## config.mk

```make
export PLATFORM = sky130hd
export DESIGN_NAME = ex_lsu
export DESIGN_NICKNAME = d
export VERILOG_FILES = /design/src/rtl/ex_lsu.sv
export SDC_FILE = /design/constraint.sdc
export NUM_CORES = 1
export LEC_CHECK = 0
export CAP_MARGIN = 15
export CORE_ASPECT_RATIO = 1.4
export CORE_MARGIN = 2
export CORE_UTILIZATION = 50
export CTS_CLUSTER_SIZE = 30
export DETAILED_ROUTE_END_ITERATION = 8
export DONT_BUFFER_PORTS = 1
export GPL_ROUTABILITY_DRIVEN = 0
export PLACE_DENSITY = 0.65
export SYNTH_ARGS = -nofsm -noshare
export SYNTH_HDL_FRONTEND = slang
export SYNTH_SLANG_ARGS = --single-unit
export TNS_END_PERCENT = 50
```

## constraint.sdc

```tcl
create_clock -name clk -period 2.09 [get_ports clk]
set_clock_uncertainty 0.15 [all_clocks]
set_input_delay 0.3135 -clock clk [delete_from_list [all_inputs] [get_ports clk]]
set_output_delay 0.3135 -clock clk [all_outputs]
set_load 0.05 [all_outputs]
```

## src/rtl/ex_lsu.sv

```systemverilog
// Execute-stage load/store unit driving an SRAM-like bus, one outstanding access at a time.
// Optional misalignment exceptions are enabled by defining LSU_ALIGN_CHECK_EN.
module ex_lsu #(
    parameter int ADDR_W  = 32,
    parameter int MEMOP_W = 8
) (
    input  logic               clk,
    input  logic               rst,
    input  logic               lsu_valid_i,
    input  logic [MEMOP_W-1:0] lsu_memop_i,
    input  logic [ADDR_W-1:0]  lsu_addr_i,
    input  logic [31:0]        lsu_wdata_i,
    input  logic               lsu_flush_i,
    input  logic               mem_addr_ok_i,
    input  logic               mem_data_ok_i,
    input  logic [31:0]        mem_rdata_i,
    output logic               mem_req_o,
    output logic               mem_wr_o,
    output logic [3:0]         mem_be_o,
    output logic [ADDR_W-1:0]  mem_addr_o,
    output logic [31:0]        mem_wdata_o,
    output logic               lsu_stallreq_o,
    output logic               lsu_rvalid_o,
    output logic [31:0]        lsu_rdata_o,
    output logic               lsu_adel_o,
    output logic               lsu_ades_o,
    output logic [ADDR_W-1:0]  lsu_badvaddr_o
);

    typedef enum logic [1:0] {S_IDLE, S_REQ, S_WAIT, S_CANCEL} state_t;

    state_t               state_q, state_d;
    logic [MEMOP_W-1:0]   memop_q, memop_d;
    logic [ADDR_W-1:0]    addr_q, addr_d;
    logic [31:0]          wdata_q, wdata_d;
    logic                 rvalid_q, rvalid_d;
    logic [31:0]          rdata_q, rdata_d;
    logic                 addr_error;
    logic                 start;
    logic                 in_req;
    logic                 cap_is_load;
    logic                 cap_is_store;
    logic                 req_is_load;
    logic                 req_is_store;

    function automatic logic [31:0] load_ext(input logic [MEMOP_W-1:0] op,
                                             input logic [1:0] a,
                                             input logic [31:0] w);
        logic [7:0]  b;
        logic [15:0] h;
        b = w[{a, 3'b000} +: 8];
        h = a[1] ? w[31:16] : w[15:0];
        load_ext = w;
        if (op[0])      load_ext = {{24{b[7]}}, b};
        else if (op[1]) load_ext = {24'd0, b};
        else if (op[2]) load_ext = {{16{h[15]}}, h};
        else if (op[3]) load_ext = {16'd0, h};
    endfunction

    assign req_is_load  = |lsu_memop_i[4:0];
    assign req_is_store = |lsu_memop_i[7:5];
    assign cap_is_load  = |memop_q[4:0];
    assign cap_is_store = |memop_q[7:5];

`ifdef LSU_ALIGN_CHECK_EN
    logic               adel_q, ades_q;
    logic [ADDR_W-1:0]  badvaddr_q;
    logic               exc_take;

    assign addr_error = ((lsu_memop_i[2] | lsu_memop_i[3] | lsu_memop_i[6]) & lsu_addr_i[0])
                      | ((lsu_memop_i[4] | lsu_memop_i[7]) & (|lsu_addr_i[1:0]));
    assign exc_take   = (state_q == S_IDLE) & lsu_valid_i & ~lsu_flush_i & addr_error;

    always_ff @(posedge clk) begin
        if (rst) begin
            adel_q     <= 1'b0;
            ades_q     <= 1'b0;
            badvaddr_q <= '0;
        end else begin
            adel_q <= exc_take & req_is_load;
            ades_q <= exc_take & req_is_store;
            if (exc_take) badvaddr_q <= lsu_addr_i;
        end
    end

    assign lsu_adel_o     = adel_q;
    assign lsu_ades_o     = ades_q;
    assign lsu_badvaddr_o = badvaddr_q;
`else
    assign addr_error     = 1'b0;
    assign lsu_adel_o     = 1'b0;
    assign lsu_ades_o     = 1'b0;
    assign lsu_badvaddr_o = '0;
`endif

    assign start  = (state_q == S_IDLE) & lsu_valid_i & (|lsu_memop_i) & ~lsu_flush_i & ~addr_error;
    assign in_req = (state_q == S_REQ);

    always_comb begin
        state_d        = state_q;
        memop_d        = memop_q;
        addr_d         = addr_q;
        wdata_d        = wdata_q;
        rvalid_d       = 1'b0;
        rdata_d        = rdata_q;
        lsu_stallreq_o = 1'b0;
        case (state_q)
            S_IDLE: begin
                lsu_stallreq_o = start;
                if (start) begin
                    state_d = S_REQ;
                    memop_d = lsu_memop_i;
                    addr_d  = lsu_addr_i;
                    wdata_d = lsu_wdata_i;
                end
            end
            S_REQ: begin
                lsu_stallreq_o = 1'b1;
                // A flushed request already accepted by the bus must still drain its response.
                if (lsu_flush_i)        state_d = mem_addr_ok_i ? S_CANCEL : S_IDLE;
                else if (mem_addr_ok_i) state_d = S_WAIT;
            end
            S_WAIT: begin
                lsu_stallreq_o = ~mem_data_ok_i;
                if (mem_data_ok_i) begin
                    state_d = S_IDLE;
                    if (!lsu_flush_i && cap_is_load) begin
                        rvalid_d = 1'b1;
                        rdata_d  = load_ext(memop_q, addr_q[1:0], mem_rdata_i);
                    end
                end else if (lsu_flush_i) begin
                    state_d = S_CANCEL;
                end
            end
            S_CANCEL: begin
                lsu_stallreq_o = lsu_valid_i & (|lsu_memop_i);
                if (mem_data_ok_i) state_d = S_IDLE;
            end
            default: state_d = S_IDLE;
        endcase
    end

    always_comb begin
        mem_req_o   = in_req;
        mem_wr_o    = in_req & cap_is_store;
        mem_addr_o  = in_req ? {addr_q[ADDR_W-1:2], 2'b00} : '0;
        mem_be_o    = 4'b0000;
        mem_wdata_o = 32'd0;
        if (in_req) begin
            if (memop_q[5]) begin
                mem_be_o    = 4'b0001 << addr_q[1:0];
                mem_wdata_o = {4{wdata_q[7:0]}};
            end else if (memop_q[6]) begin
                mem_be_o    = addr_q[1] ? 4'b1100 : 4'b0011;
                mem_wdata_o = {2{wdata_q[15:0]}};
            end else if (memop_q[7]) begin
                mem_be_o    = 4'b1111;
                mem_wdata_o = wdata_q;
            end
        end
    end

    always_ff @(posedge clk) begin
        if (rst) begin
            state_q  <= S_IDLE;
            memop_q  <= '0;
            addr_q   <= '0;
            wdata_q  <= '0;
            rvalid_q <= 1'b0;
            rdata_q  <= '0;
        end else begin
            state_q  <= state_d;
            memop_q  <= memop_d;
            addr_q   <= addr_d;
            wdata_q  <= wdata_d;
            rvalid_q <= rvalid_d;
            rdata_q  <= rdata_d;
        end
    end

    assign lsu_rvalid_o = rvalid_q;
    assign lsu_rdata_o  = rdata_q;

endmodule
```

# == Word level (Yosys, flattened, before mapping) ==
# Index checks and enable logic that the tools add are counted.
# word_totals
out_inout_bits,138
wordCells,58
input_bits,110
regBits,107
# classes
bitwise,8
n_shift,2
mux,25
n_eq_ne,7
reduce_logical,10
# ops
operator,count
$mux W32,9
$shiftx A32 B6 Y8,1
$mux W4,5
$mux W16,1
$mux W2,7
$pmux W2 S4,1
$reduce_or A8 Y1,1
$ne A3 B3 Y1 const B,2
$reduce_or A3 Y1,2
$and A1 B1 Y1,5
$reduce_or A5 Y1,1
$eq A2 B2 Y1 const B,2
$ne A2 B2 Y1 const B,2
$pmux W1 S4,1
$reduce_and A4 Y1,1
$shl A1 B2 Y4 const A,1
$not A1 Y1,3
$reduce_and A3 Y1,1
$eq A2 B1 Y1 const B,1
$logic_not A2 Y1,1
$reduce_and A2 Y1,1
$logic_and A1 B1 Y1,1
$logic_not A1 Y1,1
$mux W1,1

# == Depth between registers and ports, before layout ==
# Gate-level depths: netlist (run 1).
# depth
ltp_word,6
ltp_mapped,7
depth_no_buf,5

# == Least setup slack after synthesis (run 1) ==
# No wires, ideal clock.
# synth_path
path_kind,input port to output port
start,input port lsu_memop_i[0]
end,output port lsu_stallreq_o
required_ns,1.627
slack_ns,-0.666
arrival_ns,2.293
path_buffers,0
cell_stages,4
path_cell_list,nor4_1 nand2_1 nand2_1 o311ai_0
# synth_between
elab_chain_len,4
elab_cells_between_ends,5
cone_classes,1 x mux; 3 x bitwise; 1 x reduce/logical
# synth_lines
item,line,text
start: declaration,10,"input logic [MEMOP_W-1:0] lsu_memop_i,"
$reduce_or A8 Y1 (*),"96, 136",
$and A1 B1 Y1 (2 in series),96,assign start = (state_q == S_IDLE) & lsu_valid_i & (|lsu_memop_i) & ~lsu_flush_i & ~addr_error;
$pmux W1 S4 (*),107,case (state_q)
end: declaration,22,"output logic lsu_stallreq_o,"
# Mark *: on every way between the ends. The rest lies on a longest branch, timed or not.

# == Worst setup path after layout (run 1) ==
# layout_path
start,register memop_q[5]
end,output port mem_wdata_o[15]
# layout_between
elab_chain_len,2
# layout_lines
item,line,text
start: declaration,33,"logic [MEMOP_W-1:0] memop_q, memop_d;"
start signal: assignment,173,memop_q <= memop_d;
$mux W32,150,if (memop_q[5]) begin
$mux W32,149,if (in_req) begin
end: declaration,21,"output logic [31:0] mem_wdata_o,"
# No other way between the ends.

==> results_dict.tcl, run 1 <==
set metrics [dict create \
    wl_per_cell_um 18.2 \
    numCtsBuffers 9 \
    power.total_mw 4.58 \
    min_period_ns 2.08 \
    synth_top_area_share_pct 39.0 \
    grt-ovfl-total 0 \
    cts_tree "done" \
    holdPathStages 1 \
    slew-limit-headroom_pct 47.1 \
    synthCells 636 \
    synthXorXnorAreaFrac_pct 0 \
    fmax_ghz 0.482 \
    cts.sinks 107 \
    synthArstFlopShare_pct 0 \
    total_leakage_power_nw 2.58 \
    die_area_sq_mm 0.0118 \
    yosysWarnings 0 \
    area_growth_pct 23.1 \
    ioPinCount 248 \
    synthTopCellsByArea "dfxtp_1, mux2i_1, nor2_1, buf_4, and2_1" \
    drive_gt1_share_pct 24.2 \
    r2r_end "wdata_q[2]$_SDFFE_PP0P_" \
    synth_ff_type "dfxtp_1" \
    worstSetupEndpointType "primary output" \
    clock_latency_ns 0.34 \
    num_rows 45 \
    yosys.area_share.simple_pct 22.2 \
    rsz0062_at_grt "true" \
    syn_area_per_cell_sq_um 8.63 \
    synth_compound_gate_area_share_pct 10.1 \
    fin_crit_sh_pct 99.4 \
    worst_slew_pin_slew_ns 0.793 \
    io_buffers 0 \
    cap_violations 0 \
    synth-seq-area-share_pct 39.0 \
    synth_fa_ha_area_share_pct 0 \
    core_area_sq_mm 0.0108 \
    cp_max_fo 5 \
    synth_top_family_by_area "simple AND/OR/NAND/NOR gates" \
    fin_nets 804 \
    grt_max_degree 108 \
    peakVddDrop_v 0.000441 \
    grt_pass1_vias 4635 \
    hold_path_class "in -> reg" \
    synth_common_cells "nor2_1, dfxtp_1, mux2i_1, nand2_1, buf_4" \
    r2r_setup_slack_ns 0.10 \
    worst-r2r-cell-count 6 \
    grt_pass1_wl_mm 23.2 \
    grt.total_usage_pct 24.7 \
    ys_ff_latch 107 \
    final_core_util_pct 62.8 \
    antenna_cells 0 \
    cp.arrival_ns 1.61 \
    worstSetupPathType "reg -> out" \
    synth_top_area_cell "dfxtp_1" \
    maxSlewViolCount 0 \
    synth_edf_count 0 \
    antenna_found_initial 0 \
    routed_wl_mm 15.3 \
    stdcell_area_sq_mm 0.00676 \
    worstSetupStartpointType "flop" \
    place_area_sq_mm 0.00626 \
    die_x_um 92.5 \
    drc 0 \
    r2r-start "state_q[1]$_SDFFE_PP0P_" \
    violations "hold timing" \
    setup_viol 0 \
    cts.path.max_buffers 2 \
    status "complete, but fails checks" \
    synthMuxAreaShare_pct 19.4 \
    h-tree-depth 3 \
    syn_area_sq_mm 0.00549 \
    postRouteAntennaNets 0 \
    clkTransAtPathRegs_ns 0.07 \
    firstDrtPassIters 5 \
    synthDistinctLibCells 36 \
    hold_end "addr_q[4]$_SDFFE_PP0P_" \
    yosysMostFrequentCell "nor2_1" \
    cp_slowest_cell "dfxtp_4" \
    cts-root-buf "clkbuf_16" \
    critical-path-max-stage-delay_ns 0.36 \
    critical_path_required_ns 1.63 \
    via_count 4612 \
    hold_start "rst" \
    die_h_um 128 \
    pwr_density_cell_mw_per_mm2 678 \
    drt-initial-drc-count 162 \
    initial_utilization_pct 51.0 \
    holdWs_ns -0.109 \
    crit_chain "or2_4 > o21ai_4 > buf_6 > nor2_2 > buf_12" \
    hold_viol_final 91 \
    via_per_inst 5.50 \
    dp_hpwl_mm 11.1 \
]
==> worst max-delay path, delay by kind of cell, from the launching register on <==
family,cells,cell delay [ns]
AO/OA/AOI/OAI,1,0.28
AND/OR/NAND/NOR,2,0.32
buffers and inverters,2,0.32
flip-flops,1,0.36
==> routing by layer <==
layer / global-route usage [%] / up-vias / share of wire [%]
met5: 0 / - / 0
met4: 11.5 / 0 / 3.6
met3: 8.58 / 44 / 8.9
met2: 44.5 / 209 / 53
met1: 25.6 / 2153 / 34
li1: - / 2206 / -
==> layout make-up <==
| cell class | instances | area [sq um] |
|---|---|---|
| fillers | 948 | 4000 |
| multi-input cells | 478 | 3110 |
| flip-flops and latches | 107 | 2150 |
| repair buffers | 95 | 1030 |
| clock buffers | 11 | 243 |
| well taps | 141 | 176 |
| clock inverters | 4 | 26.3 |
| inverters | 3 | 16.3 |
==> registers in the layout (all words and copies together) (netlist names) <==
register      flops
addr_q           32
state_q           2
wdata_q          32
memop_q           8
lsu_rdata_o      32
lsu_rvalid_o      1
==> placed cells by master, fill, tap and decap left out, types with 3 or more instances in the layout <==
cell type and count:
a211oi_1 16, a21oi_1 29, a21oi_2 10, a311oi_1 8
and2_1 31, and2_4 8, buf_12 19, buf_4 62
buf_6 11, clkbuf_16 11, conb_1 36, dfxtp_1 103
mux2_2 9, mux2i_1 77, mux4_2 8, nand2_1 43
nand2b_1 10, nand3_1 8, nand3b_1 8, nor2_1 121
nor2_2 6, nor2b_1 4, nor3_1 11, o211ai_1 8
o21a_1 3, o21ai_0 4
==> report_power, final <==
group          internal (mW)  total (mW)  leakage [nW]  switching, mW
Sequential              2.12        2.19         0.872         0.0722
Combinational          0.303       0.821          1.57          0.517
Clock                  0.836        1.57         0.132          0.734
Total                   3.26        4.58          2.58           1.32
==> logic make-up after synthesis <==
logic type	Yosys count
AOI/OAI and AO/OA	85
buffers and inverters	86
muxes	95
other	1
and+or+nand+nor	262
DFF	107
==> repair_timing <==
item                       4_1_cts  5_1_grt
pin swaps                        0       11
resized for setup               13       31
buffers inserted                 0        6
hold endpoints to repair       107      107
setup endpoints to repair       66       66
gates cloned                     0        2
==> how the worst max path moves through the flow <==
| stage | cells after the start | slack [ns] | startpoint | end |
|---|---|---|---|---|
| after floorplan | 4 | -0.17 | memop_q[5]$_SDFFE_PP0P_ | mem_wdata_o[23] |
| after global placement | 5 | 0.14 | state_q[1]$_SDFFE_PP0P_ | addr_q[26]$_SDFFE_PP0P_ |
| after detailed placement | 5 | 0.08 | state_q[1]$_SDFFE_PP0P_ | addr_q[10]$_SDFFE_PP0P_ |
| after CTS | 4 | -0.06 | memop_q[5]$_SDFFE_PP0P_ | mem_wdata_o[7] |
| after global routing | 6 | -0.05 | memop_q[6]$_SDFFE_PP0P_ | mem_be_o[1] |
| final | 5 | 0.01 | memop_q[5]$_SDFFE_PP0P_ | mem_wdata_o[15] |
==> metrics by stage <==
step | setup slack, ns | setup TNS (ns) | cells
6_report | 0.0135 | 0 | 839
5_1_grt | -0.0527 | -0.623 | 839
4_1_cts | -0.0589 | -0.612 | 831
3_5_place_dp | 0.0772 | 0 | 816
3_3_place_gp | 0.141 | 0 | 816
2_1_floorplan | -0.174 | -3.44 | 671
No activity file was read; power rests on OpenSTA's default activity.
==> inputs of run 2 (changes only) <==
Settings changed: ABC_AREA set to 1.
==> run 2 against run 1 <==
  * The run now ends clean
  * Sequential share of layout area decreased by 1.1 points
  * Worst setup slack gained 0.014 ns
  * Utilization is 1.8 points higher
  * Clock power increased by 6%
  * Critical path depth rose by 2
  * Sequential power up 3%
  * Wire length rose by 8.7%
  * Synthesized cell count grew 27%
  * Register-to-register slack better by 0.20 ns
  * First-iteration DRC count is 67% higher
  * Die area increased by 0.44%
  * Non-clock buffer count increased by 11
  * Critical endpoint is now mem_wdata_o[20]
  * Largest power group unchanged
==> results_dict.tcl, run 2 <==
set metrics [dict create \
    place_area_sq_mm 0.00637 \
    via_per_inst 5.37 \
    synthDistinctLibCells 31 \
    cp.arrival_ns 1.60 \
    grt.met3_usage_pct 8.35 \
    slew-limit-headroom_pct 62.6 \
    ys_ff_latch 107 \
    critical_path_required_ns 1.63 \
    initial_utilization_pct 51.0 \
    use_met1_pct 27.6 \
    grt-ovfl-total 0 \
    drt-initial-drc-count 271 \
    numCtsBuffers 9 \
    maxSlewViolCount 0 \
    worstSetupPathType "reg -> out" \
    status "complete, no violations" \
    dp_hpwl_mm 12.1 \
    grt_max_degree 96 \
    core_area_sq_mm 0.0108 \
    power.total_mw 5.20 \
    yosysMostFrequentCell "a21oi_1" \
    synth_fa_ha_area_share_pct 0 \
    grt_pass1_vias 5077 \
    firstDrtPassIters 5 \
    grt-busiest-layer "met2" \
    cts-root-buf "clkbuf_16" \
    die_h_um 128 \
    cts.sinks 107 \
    cp_slowest_cell "dfxtp_2" \
    synth_top_area_cell "dfxtp_1" \
    yosysWarnings 0 \
    cp_max_fo 4 \
    cp.depth 7 \
    synth_ff_type "dfxtp_1" \
    antenna_found_initial 1 \
    clock_latency_ns 0.35 \
    die_x_um 92.7 \
    fmax_ghz 0.485 \
    fin_crit_sh_pct 98.7 \
    crit_chain "inv_4 > nand2_4 > nor2_4 > buf_4 > nand2_1 > a21oi_1 > buf_4" \
    synthTopCellsByArea "dfxtp_1, a21oi_1, o21ai_0, inv_1, nand2_1" \
    grt.total_usage_pct 26.5 \
    routed_wl_mm 16.6 \
    rsz0062_at_grt "true" \
    worst_slew_pin_slew_ns 0.560 \
    num_rows 45 \
    postRouteAntennaNets 0 \
    cap_violations 0 \
    die_area_sq_mm 0.0119 \
    synthMuxAreaShare_pct 0 \
    synthCells 808 \
    critical-path-max-stage-delay_ns 0.35 \
    grt_pass1_wl_mm 24.8 \
    ioPinCount 248 \
    syn_area_per_cell_sq_um 6.82 \
    min_period_ns 2.06 \
    layout_commonest_cell "a21oi_1" \
    holdWs_ns 0.00884 \
    synth-seq-area-share_pct 38.9 \
    fin_nets 985 \
    h-tree-depth 3 \
    hold_viol_final 0 \
    antenna_cells 0 \
    total_leakage_power_nw 2.87 \
    grt_util_met2_pct 48.5 \
    peakVddDrop_v 0.000485 \
    synth_edf_count 0 \
    wl_per_cell_um 16.3 \
    drive_gt1_share_pct 20.6 \
    layout_common_cells "a21oi_1, inv_1, dfxtp_1, nand2_1, o21ai_0" \
    setup_viol 0 \
    worstSetupEndpointType "primary output" \
    worst-r2r-cell-count 9 \
    cpMostUsedCell "buf_4" \
    synth_top_family_by_area "compound AO/OA/AOI/OAI gates" \
    syn_area_sq_mm 0.00551 \
    holdPathStages 2 \
    pwr_density_cell_mw_per_mm2 744 \
    via_count 5485 \
    synth_top_area_share_pct 38.9 \
    hold_path_class "in -> reg" \
    area_growth_pct 26.8 \
    cp.buffers_inverters 3 \
    yosys.area_share.simple_pct 18.5 \
    critPathTopFamily "buffers and inverters" \
    synth_common_cells "a21oi_1, dfxtp_1, inv_1, nand2_1, o21ai_0" \
    clkTransAtPathRegs_ns 0.08 \
    final_core_util_pct 64.7 \
    io_buffers 0 \
    cts.path.max_buffers 2 \
    cts_tree "done" \
    synth_compound_gate_area_share_pct 25.4 \
    stdcell_area_sq_mm 0.00699 \
    synthXorXnorAreaFrac_pct 0 \
    synthArstFlopShare_pct 0 \
    drc 0 \
    worstSetupStartpointType "flop" \
]
run 2: cell count changes in the layout (fill, tap and decap cells not counted), sizes merged, moves of 39 or more:
cell and delta:
and2 -39, inv +112, nand2 +51, o21ai +109, mux2i -78, a21oi +75
run 2: layer usage:
metal / part of all wire [%] / vias to the layer above / wire, um
met5: 0 / - / 0
met4: 3.3 / 0 / 553
met3: 9.4 / 40 / 1560
met2: 53 / 239 / 8810
met1: 34 / 2496 / 5660
li1: - / 2710 / -
run 2: final cells by class:
| type | instances | area (sq um) |
|---|---|---|
| Fill cell | 971 | 3820 |
| Multi-Input combinational cell | 537 | 2800 |
| Sequential cell | 107 | 2150 |
| Timing Repair Buffer | 106 | 1130 |
| Inverter | 114 | 444 |
| Clock buffer | 9 | 225 |
| Tap cell | 141 | 176 |
| Clock inverter | 7 | 71.3 |
run 2: cells by family (layout without fill, tap and decap cells):
| group | count (synthesis) | in the layout |
|---|---|---|
| AOI/OAI and AO/OA | 264 | 264 |
| and+or+nand+nor | 237 | 237 |
| other | 1 | 36 |
| buffers and inverters | 199 | 236 |
| DFF | 107 | 107 |
run 2: worst reg2reg max path, delay by kind of cell (launching register included):
kind	cells	cell delay, ns
AOI/OAI and AO/OA	2	0.25
and+or+nand+nor	5	0.61
buffers and inverters	2	0.28
DFF	1	0.44
run 2: worst paths after layout:
| check | start | endpoint | slack [ns] |
|---|---|---|---|
| max | memop_q[6]$_SDFFE_PP0P_ | mem_wdata_o[20] | 0.03 |
| min reg2reg | wdata_q[17]$_SDFFE_PP0P_ | wdata_q[17]$_SDFFE_PP0P_ | 0.30 |
| max reg2reg | addr_q[1]$_SDFFE_PP0P_ | lsu_rdata_o[14]$_SDFFE_PP0P_ | 0.30 |
| min | lsu_addr_i[20] | addr_q[20]$_SDFFE_PP0P_ | 0.009 |
run 2: repair_timing:
item,in CTS,in global routing
endpoints found under the setup margin,33,42
setup buffers,5,4
hold endpoints to repair,18,2
hold buffers,8,2
cloned,0,1
resized for setup,15,33
pin swaps,2,2
run 2: metrics by stage:
stage,std cells,setup WS (ns),setup TNS [ns]
final,1021,0.0272,0
after global routing,1021,-0.0342,-0.140
after CTS,1014,0.00319,0
after detailed placement,985,0.211,0
after global placement,985,0.220,0
after floorplan,843,-0.240,-1.89
run 2: report_power, final:
part	internal, mW	leakage (nW)	switching [mW]
Clock	0.840	0.142	0.834
Combinational	0.387	1.85	0.892
Sequential	2.16	0.878	0.0861
==> inputs of run 3 (changes only) <==
Settings changed: CTS_BUF_LIST set to sky130_fd_sc_hd__clkbuf_2.
==> run 3 against run 2 <==
  * Largest cell class unchanged
  * Global-route usage increased by 5.4 points
  * Critical endpoint is now mem_wdata_o[31]
  * Hold slack gained 0.076 ns
  * Die area unchanged
  * Highest routed layer unchanged
  * The run now ends with setup timing left
  * Sequential share of layout area decreased by 4.9 points
==> results_dict.tcl, run 3 (same netlist as run 2, synthesis figures left out) <==
set metrics [dict create \
    cts_tree "done" \
    grt_max_degree 96 \
    fmax_ghz 0.408 \
    num_rows 45 \
    area_growth_pct 52.2 \
    grt_pass1_wl_mm 30.1 \
    critPathTopFamily "buffers and inverters" \
    layout_common_cells "dlygate4sd3_1, a21oi_1, inv_1, dfxtp_1, o21ai_0" \
    hold_viol_final 0 \
    p_switching_mw 1.93 \
    io_buffers 0 \
    h-tree-depth 3 \
    intPower_mw 2.95 \
    critical-path-max-stage-delay_ns 0.45 \
    status "complete, but fails checks" \
    peakVddDrop_v 0.000492 \
    critical_path_required_ns 1.63 \
    fin_nets 1097 \
    multiInputGateArea_sq_mm 0.00305 \
    hold_path_class "in -> reg" \
    via_count 6298 \
    cts.path.max_buffers 2 \
    die_area_sq_mm 0.0119 \
    swShare_pct 39.5 \
    grt.total_usage_pct 31.9 \
    worstSetupStartpointType "flop" \
    drive_gt1_share_pct 23.7 \
    cp_max_fo 5 \
    fin_crit_sh_pct 117 \
    antenna_cells 0 \
    die_h_um 128 \
    layout_commonest_cell "dlygate4sd3_1" \
    cts-root-buf "clkbuf_2" \
    cap_violations 0 \
    numCtsBuffers 9 \
    drc 0 \
    clockPowerShare_pct 19.6 \
    min_period_ns 2.45 \
    violations "setup timing" \
    setup_viol 68 \
    clock_latency_ns 0.61 \
    place_area_sq_mm 0.00637 \
    maxSlewViolCount 0 \
    routed_wl_mm 20.8 \
    share_seq_of_total_power_pct 46.7 \
    total_leakage_power_nw 3.40 \
    pwr_density_cell_mw_per_mm2 581 \
    fillCellCount 698 \
    cts.sinks 107 \
    regArea_sq_mm 0.00216 \
    worstSetupPathType "reg -> out" \
    cp.arrival_ns 1.99 \
    die_x_um 92.7 \
    cp.buffers_inverters 4 \
    worst_slew_pin_slew_ns 0.626 \
    ioPinCount 248 \
    stdcell_area_sq_mm 0.00839 \
    combinationalPowerShare_pct 33.6 \
    initial_utilization_pct 51.0 \
    cp_slowest_cell "dfxtp_4" \
    worstSetupEndpointType "primary output" \
    grt_pass1_vias 6083 \
    postRouteAntennaNets 0 \
    crit_chain "buf_8 > clkinvlp_4 > buf_4 > o221ai_1 > nand2_1 > nor2_2 > buf_6" \
    antenna_found_initial 0 \
    rsz0062_at_grt "true" \
    via_per_inst 5.56 \
    setup_slack_ns -0.363 \
    dp_hpwl_mm 12.1 \
    clkTransAtPathRegs_ns 0.31 \
    grt-ovfl-total 0 \
    core_area_sq_mm 0.0108 \
    wl_per_cell_um 18.3 \
    firstDrtPassIters 6 \
    slew-limit-headroom_pct 58.2 \
    drt-initial-drc-count 474 \
    pre_cts_ws_ns 0.211 \
]
[run 3: final cells by class]
cell class	instances	area share (%)
inverter	114	5.32
sequential	107	25.8
tap	141	2.10
timing repair buffer	217	28.9
clock inverter	7	0.850
multi-input combinational	537	36.4
clock buffer	9	0.537
timing repair inverter	1	0.0895
[run 3: final timing paths]
kind | from | to | slack (ns) | depth (start not counted)
min reg2reg | wdata_q[10]$_SDFFE_PP0P_ | wdata_q[10]$_SDFFE_PP0P_ | 0.33 | 2
min | lsu_flush_i | memop_q[7]$_SDFFE_PP0P_ | 0.08 | 4
max | memop_q[5]$_SDFFE_PP0P_ | mem_wdata_o[31] | -0.36 | 7
max reg2reg | memop_q[1]$_SDFFE_PP0P_ | lsu_rdata_o[4]$_SDFFE_PP0P_ | 0.04 | 6
[run 3: tightest hold or removal path, delay by kind of cell]
kind / cells / cell delay (ns)
buffers and inverters: 1 / 0.30
and+or+nand+nor: 2 / 0.11
AOI/OAI and AO/OA: 1 / 0.11
[run 3: power groups by stage]
stage          sequential [mW]  combinational, mW  clock, mW
4_1_cts                   2.26               1.48      0.967
5_1_grt                   2.29               1.73       1.05
2_1_floorplan             2.27              0.961          0
3_3_place_gp              2.29               1.15          0
3_5_place_dp              2.29               1.18          0
6_report                  2.28               1.64      0.957
[run 3: routing by layer]
metal	share of wire (%)	GRT usage (%)
met5	0	0
met4	4.5	14.4
met3	8.6	8.64
met2	53	59.8
met1	34	32.6
[run 3: metrics by stage]
step	hold WS, ns	util [%]	cells	power, mW	TNS [ns]
after floorplan	0.273	-	843	3.23	-1.89
after global placement	0.234	58.9	985	3.44	0
after detailed placement	0.236	58.9	985	3.47	0
after CTS	0.0498	74.4	1129	4.70	-14.12
after global routing	0.0510	77.6	1133	5.08	-22.01
final	0.0848	77.6	1133	4.87	-15.73
[run 3: timing repair]
action | 4_1_cts | 5_1_grt
endpoints found under the setup margin | 69 | 72
buffers inserted | 13 | 3
cloned | 2 | 1
pin swaps | 5 | 16
gates resized for setup | 103 | 74
hold buffers | 113 | 0
hold endpoints to repair | 107 | 0
